--- src/rtl/ysyx22041405_wbu.sv ---
// Writeback unit: LSU-priority arbitration of EXU/LSU results into one registered
// regfile write port, plus the per-register busy scoreboard used for RAW stalls.
module ysyx22041405_wbu #(
   parameter int WIDTH = 32
) (
   input  logic             clk,
   input  logic             rst,
   input  logic             alu_valid,
   output logic             alu_ready,
   input  logic [4:0]       alu_rd,
   input  logic             alu_wen,
   input  logic [WIDTH-1:0] alu_data,
   input  logic             lsu_valid,
   output logic             lsu_ready,
   input  logic [4:0]       lsu_rd,
   input  logic             lsu_wen,
   input  logic [2:0]       lsu_funct3,
   input  logic [1:0]       lsu_addr_lo,
   input  logic [WIDTH-1:0] lsu_data,
   input  logic             issue_valid,
   input  logic [4:0]       issue_rd,
   input  logic             issue_wen,
   input  logic [4:0]       rs1,
   input  logic [4:0]       rs2,
   output logic             busy1,
   output logic             busy2,
   output logic             rf_we,
   output logic [4:0]       rf_waddr,
   output logic [WIDTH-1:0] rf_wdata,
   output logic             commit_valid
);

   logic [31:0]      busy;
   logic [31:0]      busy_nxt;
   logic [7:0]       ld_byte;
   logic [15:0]      ld_half;
   logic [WIDTH-1:0] load_data;
   logic             take;
   logic [4:0]       sel_rd;
   logic             sel_wen;
   logic [WIDTH-1:0] sel_data;

   assign lsu_ready = 1'b1;
   assign alu_ready = !lsu_valid;

   always_comb begin
      ld_byte = lsu_data[7:0];
      case (lsu_addr_lo)
         2'd1:    ld_byte = lsu_data[15:8];
         2'd2:    ld_byte = lsu_data[23:16];
         2'd3:    ld_byte = lsu_data[31:24];
         default: ld_byte = lsu_data[7:0];
      endcase
      // Half select ignores addr bit 0; misaligned halves are not split.
      ld_half = lsu_addr_lo[1] ? lsu_data[31:16] : lsu_data[15:0];
      case (lsu_funct3)
         3'd0:    load_data = {{(WIDTH-8){ld_byte[7]}}, ld_byte};
         3'd1:    load_data = {{(WIDTH-16){ld_half[15]}}, ld_half};
         3'd4:    load_data = {{(WIDTH-8){1'b0}}, ld_byte};
         3'd5:    load_data = {{(WIDTH-16){1'b0}}, ld_half};
         default: load_data = lsu_data;
      endcase
   end

   always_comb begin
      take     = lsu_valid || alu_valid;
      sel_rd   = lsu_valid ? lsu_rd : alu_rd;
      sel_wen  = lsu_valid ? lsu_wen : alu_wen;
      sel_data = lsu_valid ? load_data : alu_data;
   end

   always_ff @(posedge clk) begin
      if (rst) begin
         rf_we        <= 1'b0;
         rf_waddr     <= 5'd0;
         rf_wdata     <= '0;
         commit_valid <= 1'b0;
      end else begin
         commit_valid <= take;
         rf_we        <= take && sel_wen && (sel_rd != 5'd0);
         if (take) begin
            rf_waddr <= sel_rd;
            rf_wdata <= (sel_wen && (sel_rd != 5'd0)) ? sel_data : '0;
         end
      end
   end

   // Set after clear so a re-issue on the retiring edge keeps the register busy.
   always_comb begin
      busy_nxt = busy;
      if (rf_we)
         busy_nxt[rf_waddr] = 1'b0;
      if (issue_valid && issue_wen && (issue_rd != 5'd0))
         busy_nxt[issue_rd] = 1'b1;
      busy_nxt[0] = 1'b0;
   end

   always_ff @(posedge clk) begin
      if (rst)
         busy <= '0;
      else
         busy <= busy_nxt;
   end

   assign busy1 = (rs1 != 5'd0) && busy[rs1];
   assign busy2 = (rs2 != 5'd0) && busy[rs2];

endmodule

--- config.mk ---
export PLATFORM = sky130hd
export DESIGN_NAME = ysyx22041405_wbu
export DESIGN_NICKNAME = d
export VERILOG_FILES = /design/src/rtl/ysyx22041405_wbu.sv
export SDC_FILE = /design/constraint.sdc
export NUM_CORES = 1
export LEC_CHECK = 0
export ABC_AREA = 1
export ABC_CLOCK_PERIOD_IN_PS = 1960
export CAP_MARGIN = 10
export CORE_UTILIZATION = 47
export DETAILED_ROUTE_END_ITERATION = 7
export PLACE_DENSITY = 0.82
export SLEW_MARGIN = 10
export SYNTH_ARGS = -nofsm -noshare
export SYNTH_HDL_FRONTEND = slang
export SYNTH_SLANG_ARGS = --single-unit
export TNS_END_PERCENT = 50
--- constraint.sdc ---
create_clock -name clk -period 1.96 [get_ports clk]
set_clock_uncertainty 0.2 [all_clocks]
set_input_delay 0.392 -clock clk [delete_from_list [all_inputs] [get_ports clk]]
set_output_delay 0.392 -clock clk [all_outputs]
set_load 0.1 [all_outputs]
# Word-level counts from Yosys, hierarchy flattened
# Index checks and enable logic that the tools add are counted.
# word_totals
reg_bits,71
inputBits,102
out_inout_bits,43
wordCells,54
# classes
order_cmp,6
n_eq_ne,6
n_mux,17
n_bitwise,3
reduce_logical,16
# ops
operator,count
$mux 32,4
$pmux 32 s4,1
$and 32x32->32,1
$not 32->32,1
$or 32x32->32,1
$lt 5x6->1 const B,4
$pmux 8 s3,1
$reduce_bool 5->1,4
$mux 16,1
$bmux 1 s5,2
$demux 1 s5,2
$ge 5x1->1 const B,2
$logic_and 1x1->1,9
$eq 3x3->1 const B,2
$mux 1,5
$mux 5,1
$eq 2x2->1 const B,2
$eq 3x1->1 const B,1
$logic_not 3->1,1
$eq 2x1->1 const B,1
$logic_not 1->1,1
$logic_or 1x1->1,1

# Longest topological paths before layout
# depth
ltp_word,9
mapped_depth,12
ltp_nobuf,11

# Worst setup path before layout
# OpenSTA, ideal clock, no wires.
# synth_path
path_kind,input-to-output
start,in rs1[1]
end,out busy1
t_arrival_ns,1.787
required_ns,1.368
slack_ns,-0.419
path_stages,10
n_path_buf,1
path_cell_list,clkbuf_1 -> inv_1 -> nand2_1 -> o21ai_0 -> nand2_1 -> nand2_1 -> nand2_1 -> nand2_1 -> nand2_1 -> nand2_1
# synth_via
elab_chain_len,3
elab_cells_between_ends,4
classes_between,mux: 2; reduce/logical: 2
# synth_rtl
element,line_no,rtl
from (decl),23,"input logic [4:0] rs1,"
$bmux 1 s5,105,assign busy1 = (rs1 != 5'd0) && busy[rs1];
$mux 1 (not written as such),105,
$logic_and 1x1->1 *,105,
to (decl),25,"output logic busy1,"
# Mark *: on every way between the ends. The rest lies on a longest branch, timed or not. The select of a mux whose other input is x is not followed.

# Final worst setup path
# layout_path
start,reg busy[6]
end,out busy1
# layout_via
elab_chain_len,3
# layout_rtl
element,line_no,rtl
from (decl),33,logic [31:0] busy;
from (signal assigned),102,busy <= busy_nxt;
$bmux 1 s5,105,
$mux 1 (not written as such),105,
$logic_and 1x1->1,105,
# Every way passes these cells. The select of a mux whose other input is x is not followed.

==> run metrics <==
wire length per cell=17.2 µm; R2R cell count=3; Leak=3.30 nW; 1st-iter DRT viols=578; vertical die dimension=98.8 µm; vias in the first global route=5830; failing checks=setup timing; Final Hold Violating Endpoints=0; MaxCap Viol Count=0; final worst slack=-0.172 ns; RSZ-0062 raised after global routing=yes; first-pass GRT wire length=28400 µm; Synth Instances=748; layout cell share with drive strength beyond 1=0.206; Clock Sinks=70; EDFF count, synth=0; Via Count=5902; type of destination of the critical path=output port; Finished Layout Cells=1052; hold crit path type=flop to flop; CP required=1.37 ns; gr busiest metal=met2; Ant. Diodes=0; CP top delay family=simple AND/OR/NAND/NOR gates; All-Layer GR Usage=0.371; final WL=18000 µm; Slew Viols, Final=0; gr ovfl total=0; Max VDD drop=0.433 mV; Max clock buf depth=2; Data arrival, critical path=1.54 ns; Most common cell on crit path=nand2_1; flops & latches, synth=70; RD Place Congestion=0.947; R2R Setup Slk=0.32 ns; Slowest-stage cell, CP=dfxtp_2; number of hold buffers added after CTS=0; FP Rows=34; IO Pins=145; number of H-tree levels=3; pin count of the biggest net entering global routing=38; nets=1041; width of the die=98.8 µm; number of buffers created by CTS=9; Final setup viols=2; worst-path fanout max=3; Antenna Violating Nets Remaining=0; initial antenna violation count=1; Worst-Skew Late Latency=0.35 ns; final period utilization=1.09; IO buf count=143; Synth async-reset ratio=0; Seq/Total Area, Yosys=0.318; r2r startpoint=rf_we; critical path type=flop to output port; CP max stage delay=0.36 ns; final core area utilization=0.807; grt met2 use=0.633; placed cell count=1030; syn nets=850; CP Launch Type=flop; Avg Cell Area, Syn=5.88 µm²; DP Wirelength=13800 µm; setup TNS=-0.284 ns; clk slew on worst S/H paths=0.07 ns; drt drc=0; Hold Startpoint=busy[16]; ys flop type=dfxtp_1; Min Clock Period, post-route=2.13 ns; Yosys cell types=28; grt met1 use=0.446; Synth warnings=0; worst path bufs/invs=2; Area Overhead vs Synth=63.1%; Initial Util=0.495; met3 Resource Use GR=0.0894; Core Region=0.00889 mm²; Post-Syn Area=0.00440 mm²; CTS tree=yes; Vias/cell=5.61; Hold Path Stages=2; Crit path depth=11; Pre-antenna DRT Iters=8; crit path cell chain=inv_1 -> nand2_1 -> nand3_2 -> o21ai_2 -> nand2_1 -> nand2_1 -> nand2_1 -> nand2_1 -> nand2_2 -> nand2_4 -> buf_12; Root Buffer=clkbuf_8; PwrDens=613 mW/mm²; CP startpoint=busy[6]; Die Area=0.00975 mm²; FMAX=469 MHz; status=finished with violations
-- area by class of cell --
cell class,count,area (µm²)
repair buffers,212,2490
well taps,108,135
multi-input cells,576,2620
clock buffers,10,138
inverters,69,268
clock inverters,6,92.6
flip-flops and latches,70,1430
repair inverters,1,5.00
fillers,621,1710
-- metrics by stage --
stage	setup WS [ns]	hold slack, ns	instance area, µm²	power, W
finish	-0.172	0.286	7180	0.00440
global route	-0.270	0.299	7180	0.00455
CTS	-0.132	0.277	7120	0.00437
detailed placement	-0.636	0.269	6800	0.00302
global placement	-0.579	0.261	6800	0.00299
floorplan	-0.0477	0.250	4420	0.00233
-- flip-flops by register name (all words and copies together) (netlist names) --
register / flops
rf_wdata: 32
commit_valid: 1
rf_waddr: 5
busy: 31
rf_we: 1
-- cells in the mapped netlist, types with 2 or more instances --
cell type / count / share of area
nor3_1: 9 / 0.010
nand2_4: 2 / 0.0051
a21oi_1: 43 / 0.049
o211ai_1: 25 / 0.043
buf_6: 4 / 0.010
inv_1: 65 / 0.055
clkinv_1: 2 / 0.0017
o21ai_0: 66 / 0.075
o22ai_1: 5 / 0.0071
buf_2: 13 / 0.015
nand3_1: 47 / 0.053
dfxtp_1: 70 / 0.32
clkbuf_1: 14 / 0.012
nand2_1: 312 / 0.27
nor2_1: 43 / 0.037
nand4_1: 3 / 0.0043
or2_2: 11 / 0.016
inv_2: 2 / 0.0017
o21ai_1: 3 / 0.0034
-- layer usage --
layer | part of all wire | up-vias
met5 | 0.00044 | -
met2 | 0.47 | 371
met3 | 0.095 | 80
li1 | - | 2780
met1 | 0.39 | 2669
met4 | 0.038 | 2
-- power by group --
group / switching (W) / internal (W) / total (W)
Combinational: 0.000875 / 0.000628 / 0.00150
Sequential: 0.0000680 / 0.00147 / 0.00154
Clock: 0.000603 / 0.000758 / 0.00136
Total: 0.00155 / 0.00286 / 0.00440
-- worst register-to-register path: stages (launching register included) --
cell and delay, ns:
dfxtp_1 0.47, nand3_1 0.36, o21ai_0 0.37, a21oi_1 0.12
-- kinds of logic (layout without fill, tap and decap cells) --
kind of cell | after synthesis | count (layout) | synth area share
simple gates | 431 | 431 | 0.401
compound gates | 143 | 143 | 0.179
buf+inv | 102 | 298 | 0.0984
flops | 70 | 70 | 0.318
other cells | 1 | 1 | 0.000852
mux | 1 | 1 | 0.00227
-- final timing paths --
path         endpoint
max             busy1
min          busy[16]
max reg2reg  busy[17]
min reg2reg  busy[16]
-- what timing repair did --
action	in CTS	in global routing
cloned	2	1
gates resized for setup	57	21
endpoints found under the setup margin	17	31
setup buffers	2	1
pin swaps	6	12
-- placed cells by master, fill, tap and decap left out, types with 2 or more instances in the layout --
master and instances:
nand2_1 305, clkdlybuf4s50_1 91, o21ai_0 61, buf_4 58, inv_1 53, dfxtp_1 53, buf_12 49, nand3_1 46
a21oi_1 43, nor2_1 41, o211ai_1 25, dfxtp_2 15, inv_2 13, or2_2 11, clkbuf_8 10, nor3_1 9
o21ai_1 6, nand2_2 5, o22ai_1 5, dlygate4sd2_1 5, nand2_4 4, clkinvlp_4 4, buf_6 4, nor2_2 3
nand4_1 3, o21ai_2 2, dfxtp_4 2, bufinv_16 2, buf_16 2, buf_2 2
(Power assumes the default switching activity.)
